==> src/rtl/tcp_gen.sv <==
// tcp_gen: TCP segment generator on a 32-bit valid/ready word stream.
//
// On an accepted start (IDLE only) it emits a 5-word TCP header followed by
// an incrementing-count payload of n = min(payload_words, MAX_WORDS) words.
// One valid-low GAP cycle carrying a done pulse follows each segment.
//
// Optional feature macro: TCP_GEN_CSUM_EN
//   defined     : header word 4 carries the inverted ones'-complement sum
//                 of the W0..W3 halves plus URG_PTR (header-only check value)
//   not defined : checksum field is zero and no adder is built
//
// Ports:
//   clk             in   clock
//   reset           in   synchronous, active-high reset
//   start           in   request one segment (ignored unless IDLE)
//   payload_words   in   payload length in words, sampled on accept
//   flags           in   TCP flag byte, sampled on accept
//   tcp_data_out    out  stream data (registered)
//   tcp_data_valid  out  stream valid (registered)
//   tcp_data_ready  in   sink ready
//   busy            out  segment in progress (HEADER, DATA, GAP)
//   done            out  one-cycle pulse in the GAP cycle
module tcp_gen #(
  parameter logic [15:0] SRC_PORT  = 16'h0400,
  parameter logic [15:0] DES_PORT  = 16'h00aa,
  parameter logic [31:0] SEQ_NUM   = 32'h55bc55bc,
  parameter logic [31:0] ACK_NUM   = 32'hbc55bc55,
  parameter logic [15:0] URG_PTR   = 16'h0000,
  parameter logic [15:0] MAX_WORDS = 16'd16378
) (
  input  logic        clk,
  input  logic        reset,
  input  logic        start,
  input  logic [15:0] payload_words,
  input  logic [7:0]  flags,
  output logic [31:0] tcp_data_out,
  output logic        tcp_data_valid,
  input  logic        tcp_data_ready,
  output logic        busy,
  output logic        done
);

  typedef enum logic [1:0] {
    IDLE   = 2'd0,
    HEADER = 2'd1,
    DATA   = 2'd2,
    GAP    = 2'd3
  } state_t;

  state_t      state_q, state_d;
  logic [2:0]  hc_q, hc_d;
  logic [15:0] pc_q, pc_d;
  logic [15:0] n_q, n_d;
  logic [7:0]  flags_q, flags_d;
  logic [15:0] len_q, len_d;
  logic [15:0] csum_q, csum_d;
  logic [31:0] data_q, data_d;
  logic        valid_q, valid_d;
  logic        busy_q, busy_d;
  logic        done_q, done_d;

  logic [15:0] n_acc;
  logic [15:0] len_acc;
  logic        handshake;

  function automatic logic [31:0] hdr_word(input logic [2:0]  idx,
                                           input logic [7:0]  fl,
                                           input logic [15:0] ln,
                                           input logic [15:0] cs);
    case (idx)
      3'd0:    hdr_word = {SRC_PORT, DES_PORT};
      3'd1:    hdr_word = SEQ_NUM;
      3'd2:    hdr_word = ACK_NUM;
      3'd3:    hdr_word = {4'h5, 4'h0, fl, ln};
      default: hdr_word = {cs, URG_PTR};
    endcase
  endfunction

`ifdef TCP_GEN_CSUM_EN
  // Nine 16-bit terms fit in 20 bits; after the first fold the low half is
  // tiny whenever a carry remains, so a second fold cannot carry again.
  function automatic logic [15:0] hdr_csum(input logic [7:0]  fl,
                                           input logic [15:0] ln);
    logic [19:0] acc;
    logic [16:0] fold;
    acc = 20'(SRC_PORT) + 20'(DES_PORT) +
          20'(SEQ_NUM[31:16]) + 20'(SEQ_NUM[15:0]) +
          20'(ACK_NUM[31:16]) + 20'(ACK_NUM[15:0]) +
          20'({8'h50, fl}) + 20'(ln) + 20'(URG_PTR);
    fold = 17'(acc[15:0]) + 17'(acc[19:16]);
    hdr_csum = ~(fold[15:0] + 16'(fold[16]));
  endfunction
`endif

  assign n_acc     = (payload_words > MAX_WORDS) ? MAX_WORDS : payload_words;
  assign len_acc   = 16'd20 + {n_acc[13:0], 2'b00};
  assign handshake = valid_q & tcp_data_ready;

  // Next-state and next-output logic. The output register always holds the
  // word being presented; a new word is loaded only on a handshake, which
  // keeps data stable under backpressure.
  always_comb begin
    state_d = state_q;
    hc_d    = hc_q;
    pc_d    = pc_q;
    n_d     = n_q;
    flags_d = flags_q;
    len_d   = len_q;
    csum_d  = csum_q;
    data_d  = data_q;
    valid_d = valid_q;
    busy_d  = busy_q;
    done_d  = 1'b0;

    case (state_q)
      IDLE: begin
        valid_d = 1'b0;
        data_d  = 32'h0;
        busy_d  = 1'b0;
        if (start) begin
          n_d     = n_acc;
          flags_d = flags;
          len_d   = len_acc;
`ifdef TCP_GEN_CSUM_EN
          csum_d  = hdr_csum(flags, len_acc);
`else
          csum_d  = 16'h0000;
`endif
          hc_d    = 3'd0;
          pc_d    = 16'd0;
          data_d  = {SRC_PORT, DES_PORT};
          valid_d = 1'b1;
          busy_d  = 1'b1;
          state_d = HEADER;
        end
      end

      HEADER: begin
        if (handshake) begin
          if (hc_q == 3'd4) begin
            hc_d = 3'd0;
            if (n_q != 16'd0) begin
              pc_d    = 16'd0;
              data_d  = 32'h0;
              state_d = DATA;
            end else begin
              valid_d = 1'b0;
              data_d  = 32'h0;
              done_d  = 1'b1;
              state_d = GAP;
            end
          end else begin
            hc_d   = hc_q + 3'd1;
            data_d = hdr_word(hc_q + 3'd1, flags_q, len_q, csum_q);
          end
        end
      end

      DATA: begin
        if (handshake) begin
          if (pc_q == n_q - 16'd1) begin
            pc_d    = 16'd0;
            valid_d = 1'b0;
            data_d  = 32'h0;
            done_d  = 1'b1;
            state_d = GAP;
          end else begin
            pc_d   = pc_q + 16'd1;
            data_d = {16'h0000, pc_q + 16'd1};
          end
        end
      end

      default: begin
        valid_d = 1'b0;
        data_d  = 32'h0;
        busy_d  = 1'b0;
        state_d = IDLE;
      end
    endcase
  end

  always_ff @(posedge clk) begin
    if (reset) begin
      state_q <= IDLE;
      hc_q    <= 3'd0;
      pc_q    <= 16'd0;
      n_q     <= 16'd0;
      flags_q <= 8'd0;
      len_q   <= 16'd0;
      csum_q  <= 16'd0;
      data_q  <= 32'h0;
      valid_q <= 1'b0;
      busy_q  <= 1'b0;
      done_q  <= 1'b0;
    end else begin
      state_q <= state_d;
      hc_q    <= hc_d;
      pc_q    <= pc_d;
      n_q     <= n_d;
      flags_q <= flags_d;
      len_q   <= len_d;
      csum_q  <= csum_d;
      data_q  <= data_d;
      valid_q <= valid_d;
      busy_q  <= busy_d;
      done_q  <= done_d;
    end
  end

  assign tcp_data_out   = data_q;
  assign tcp_data_valid = valid_q;
  assign busy           = busy_q;
  assign done           = done_q;

endmodule
==> config.mk <==
export PLATFORM = sky130hd
export DESIGN_NAME = tcp_gen
export DESIGN_NICKNAME = d
export VERILOG_FILES = /design/src/rtl/tcp_gen.sv
export SDC_FILE = /design/constraint.sdc
export NUM_CORES = 1
export LEC_CHECK = 0
export CORE_MARGIN = 2
export CORE_UTILIZATION = 52
export CTS_BUF_LIST = sky130_fd_sc_hd__clkbuf_2
export CTS_CLUSTER_SIZE = 16
export DETAILED_ROUTE_END_ITERATION = 12
export GPL_TIMING_DRIVEN = 0
export PLACE_DENSITY = 0.78
export SYNTH_ARGS = -nofsm -noshare
export SYNTH_HDL_FRONTEND = slang
export SYNTH_SLANG_ARGS = --single-unit
export TNS_END_PERCENT = 1
==> constraint.sdc <==
create_clock -name clk -period 2.8 [get_ports clk]
set_input_delay 0.56 -clock clk [delete_from_list [all_inputs] [get_ports clk]]
set_output_delay 0.56 -clock clk [all_outputs]
set_load 0.1 [all_outputs]
# Yosys cells after proc, flatten, opt, wreduce, memory -nomap -nowiden
# Index checks and enable logic that the tools add are counted.
[classes]
addsub = 4
n_lt_le_gt_ge = 1
n_eq_ne = 14
n_mux = 40
n_bitwise = 1
reduce_logical = 12
[op_table]
columns = ["operator", "count"]
rows = [
  ["16-bit two-way mux", 8],
  ["32-bit case mux with 4 select lines", 1],
  ["32-bit two-way mux", 3],
  ["32-bit case mux with 3 select lines", 1],
  ["16-bit case mux with 3 select lines", 1],
  ["27-bit two-way mux", 1],
  ["16-bit by 1-bit adder with 16-bit output (second input constant)", 1],
  ["5-bit by 16-bit adder with 16-bit output (first input constant)", 1],
  ["16-bit == test", 1],
  ["16-bit by 14-bit > comparator with 1-bit output (second input constant)", 1],
  ["16-bit nonzero test", 1],
  ["16-bit by 1-bit subtractor with 16-bit output (second input constant)", 1],
  ["2-bit inequality test (second input constant)", 7],
  ["1-bit two-way mux", 12],
  ["2-bit two-way mux", 5],
  ["5-bit AND reduction", 2],
  ["3-bit two-way mux", 3],
  ["3-bit by 2-bit == test with 1-bit output (second input constant)", 2],
  ["2-bit case mux with 3 select lines", 1],
  ["3-bit case mux with 2 select lines", 1],
  ["6-bit AND reduction", 1],
  ["1-bit case mux with 2 select lines", 2],
  ["2-bit AND reduction", 2],
  ["3-bit by 1-bit adder with 3-bit output (second input constant)", 1],
  ["12 further kinds", 12],
]
[word_totals]
regBits = 96
in_bits = 28
output_inout_bits = 35
elab_cells = 82

# Longest topological paths before layout
[logic_depth]
word_depth = 6
ltp_mapped = 13

# Worst setup path after synthesis
# No wires, ideal clock.
[synth_timing]
path_kind = "register -> register"
from = "register valid_q (netlist: tcp_data_valid)"
to = "register pc_q[11]"
arrival_time_ns = 2.763
t_required_ns = 2.730
setup_slack_ns = -0.033
stages_incl_launch_ff = 11
path_buffers = 2
cell_sequence = "dfxtp_1 > nand2_1 > o21a_1 > clkbuf_1 > nor3_1 > o31ai_1 > nand2b_1 > clkbuf_1 > or3_1 > a21bo_2 > a21oi_1"
[synth_via]
elab_chain_cells = 3
elab_cells_between_ends = 4
[synth_lines]
columns = ["item", "line", "text"]
rows = [
  ["from (decl)", "58", "logic valid_q, valid_d;"],
  ["from (signal assigned)", "205", "valid_q <= valid_d;"],
  ["1-bit AND (*)", "97", "assign handshake = valid_q & tcp_data_ready;"],
  ["2-bit inequality test (no line)", "n/a", ""],
  ["6-bit AND reduction (no line) (*)", "n/a", ""],
  ["to (signal assigned)", "199", "pc_q <= pc_d;"],
  ["to (decl)", "52", "logic [15:0] pc_q, pc_d;"],
]
# Every way passes the cells marked *; elsewhere a longest branch is shown, timed or not.
# A chain may end at the register's enable or synchronous reset.

# Worst setup path after layout
[layout_timing]
from = "register n_q[1]"
to = "register valid_q (netlist: tcp_data_valid)"
[layout_via]
elab_chain_cells = 4
elab_cells_between_ends = 6
[layout_lines]
columns = ["item", "line", "text"]
rows = [
  ["from (decl)", "53", "logic [15:0] n_q, n_d;"],
  ["from (signal assigned)", "200", "n_q <= n_d;"],
  ["16-bit by 1-bit subtractor with 16-bit output", "161", "if (pc_q == n_q - 16'd1) begin"],
  ["16-bit == test", "161", ""],
  ["2-bit inequality test (no line)", "n/a", ""],
  ["5-bit AND reduction (no line) (*)", "n/a", ""],
]
# Marks and branches as above.

==> key figures <==
STA
  – RSZ-0062 raised after global routing: yes
  – Final period utilization: 104%
  – Sum of negative setup slack: -539 ps
  – Max-slew violation count: 0
  – Post-layout min period: 2900 ps
  – Post-route setup slack: -101 ps
  – Max Clock Skew: 35.0 ps
  – Final hold violation count: 0
  – Worst Tran Pin Value: 988 ps
  – Final setup viols: 17
  – Slew HR: 33.9%
  – Max frequency: approximately 340 MHz

Die
  – Ports: 63
  – Initial core utilization: 54.2%
  – Core area: 9330 um^2
  – Die width: 103 um
  – Die Y: 103 um
  – Die Area: 10500 um^2
  – Num rows: 35

Power
  – Maximum vdd drop: 549 uV
  – Power Density: 877 nW/um^2
  – Leak: between 2 and 2.5 nW
  – Total power after layout: roughly 5.4 mW

Global routing
  – First-pass GRT wire length: 25000 um
  – Initial antenna violation count: 0
  – Total grt overflow: 0
  – GRT Util Overall: roughly 31%
  – Pin count of the biggest net entering global routing: 19
  – Vias in the first global route: around 5000

Detailed routing
  – Via density: 5.83
  – Number of routed nets with antenna violations: 0
  – Final WL: 15500 um
  – First-pass DRT Iterations: 6
  – First-iteration detailed-routing DRC count: 380
  – Routed len/inst: approximately 17 um
  – DR DRC count: 0
  – Routed vias: between 5000 and 6000

Synth
  – Syn avg cell area: around 7.5 um^2
  – Number of library cell types mapped by synthesis: 63
  – Ys flop type: dfxtp_1
  – Mapped Area: 5050 um^2
  – Seq cells post-synth: a little over 90
  – Register area share after synthesis: 36.1%
  – Post-synth ARST share: 0%
  – Syn nets: 716
  – Yosys warning count: 0
  – Syn Inst Count: just under 700
  – Number of synthesized flops with an enable pin: 0

Placement
  – Placement Cell Area: between 5000 and 6000 um^2
  – DP HPWL: approximately 12000 um
  – Cells after DPL: approximately 870
  – Port bufs: 61
  – Placer Congestion: 0.939

Worst setup path
  – Req. time, crit path: 3340 ps
  – Arr. time, crit path: about 3400 ps
  – Critical Path, Cell by Cell: inv_4 > ha_4 > or4b_4 > or2_4 > mux2_2 > a21oi_2 > o2111ai_2 > o21a_1 > buf_6 > a211oi_4 > mux2_4
  – Crit Path Max Fanout: 8
  – WS Path Type: reg2reg
  – Biggest cell delay along the critical path: around 480 ps
  – Crit end category: flop
  – CP max stage cell: or4b_4
  – Setup crit start kind: flop

Clocking
  – Insertion delay to the later sink of the worst-skew pair: 600 ps
  – H-tree depth: 3
  – Inserted Clock Buffers: 9
  – CTS tree: done
  – Clk buf depth: 2
  – Clock transition at the registers of the reported paths: slightly below 300 ps
  – Post-CTS Hold Buffers: 0
  – Root buffer cell: clkbuf_2
  – Clk sinks: around 90

Worst hold path
  – Worst hold path type: in2reg

Final layout
  – Fin area: slightly above 6000 um^2
  – Area Overhead vs Synth: 22.2%
  – Finished Layout Cells: about 890
  – Fraction of layout cells with a size suffix above 1: 11.4%
  – Final Util: 66.2%
  – ANT cells: 0
  – Nets: 795

Status
  – Failing checks: negative setup slack
  – Status: complete, but fails checks

Job
  – MaxCap Viol Count: 0
==> cell usage after synthesis (4+ instances only) <==
| master | n | area [um^2] |
|---|---|---|
| nor2b_1 | 8 | 50.1 |
| a31oi_1 | 12 | 75.1 |
| dfxtp_1 | 91 | 1820 |
| clkbuf_1 | 38 | 143 |
| and2_1 | 15 | 93.8 |
| xor2_1 | 12 | 105 |
| nor2_1 | 79 | 297 |
| a311oi_1 | 4 | 35.0 |
| mux2i_1 | 5 | 50.1 |
| nor3_1 | 15 | 75.1 |
| nor4_1 | 4 | 25.0 |
| a21oi_1 | 74 | 370 |
| and3_1 | 5 | 31.3 |
| nand2b_1 | 9 | 56.3 |
| or3_1 | 8 | 50.1 |
| xnor2_1 | 21 | 184 |
| nand3_1 | 23 | 115 |
| nand2_1 | 114 | 428 |
| ha_1 | 12 | 150 |
| o21a_1 | 5 | 37.5 |
| a211oi_1 | 13 | 97.6 |
| nand4_1 | 8 | 50.1 |
| o22ai_1 | 4 | 25.0 |
| o21ai_0 | 32 | 160 |
| inv_1 | 10 | 37.5 |
==> through the flow <==
stage,setup slack (ps),hold WS [ps]
floorplan,-7.28,432
finish,-101,373
global placement,-942,436
global route,-156,363
CTS,-76.1,428
detailed placement,-887,446
==> kinds of logic after synthesis <==
logic type	share of synthesized area [%]
multiplexers	1.66
other	0.0742
AO/OA/AOI/OAI	20.2
flip-flops	36.1
buffers and inverters	4.56
AND/OR/NAND/NOR	28.8
XOR/XNOR	5.72
adder cells (fa/ha/maj)	2.97
==> critical path, delay by kind of cell (launching register included) <==
kind	cells	cell delay, ps
and+or+nand+nor	2	760
AOI/OAI and AO/OA	4	750
muxes	2	600
DFF	1	420
buffers and inverters	2	210
adders and majority gates	1	130
==> timing repair <==
action	CTS	global route
endpoints found under the setup margin	42	42
buffers inserted	6	3
resized for setup	43	24
pin swaps	10	10
==> power by group <==
group	internal [mW]	leakage, nW	total, mW	switching (mW)
clock	0.137	0.0627	0.650	0.513
combinational	0.877	1.42	3.00	2.12
sequential	1.55	0.750	1.76	0.212
==> metal layers <==
| layer | vias to the layer above | GRT usage (%) | part of all wire, % |
|---|---|---|---|
| met2 | 207 | 51.2 | 47 |
| met5 | - | 0 | 0 |
| met4 | 0 | 14.4 | 4.1 |
| met1 | 2409 | 39.6 | 42 |
| li1 | 2517 | - | - |
| met3 | 46 | 3.66 | 6.2 |
==> final cells by class <==
class	count	area [um^2]
clock inverters	7	66.3
fillers	841	3160
repair buffers	70	679
well taps	129	161
inverters	10	40.0
flip-flops and latches	91	1850
plain buffers	44	201
clock buffers	9	45.0
multi-input cells	529	3130
==> sequential cells by signal (all words and copies together), names as in the netlist <==
name and cells:
hc_q 3, tcp_data_out 29, state_q 2, n_q 16, busy 1, flags_q 8, len_q 14, done 1
pc_q 16, tcp_data_valid 1
==> final timing paths <==
check | from | end | slack, ps | depth (start not counted)
worst min-delay path | payload_words[7] | len_q[10] | 370 | 3
worst max register to register | n_q[1] | tcp_data_valid | -100 | 11
worst max-delay path | n_q[1] | tcp_data_valid | -100 | 11
worst min register to register | flags_q[0] | flags_q[0] | 470 | 2
==> cell usage in the layout, fill, tap and decap left out, types with 9 or more instances in the layout <==
master | Yosys | layout
ha_1 | 12 | 9
nand3_1 | 23 | 23
a21oi_1 | 74 | 72
clkbuf_1 | 38 | 32
clkbuf_2 | 0 | 11
nand2_1 | 114 | 114
a211oi_1 | 13 | 12
clkdlybuf4s50_1 | 0 | 54
dfxtp_1 | 91 | 81
buf_4 | 3 | 14
xnor2_1 | 21 | 20
and2_1 | 15 | 15
nor2_1 | 79 | 78
o21ai_0 | 32 | 28
xor2_1 | 12 | 12
nor3_1 | 15 | 11
a31oi_1 | 12 | 12
(Power assumes the default switching activity.)
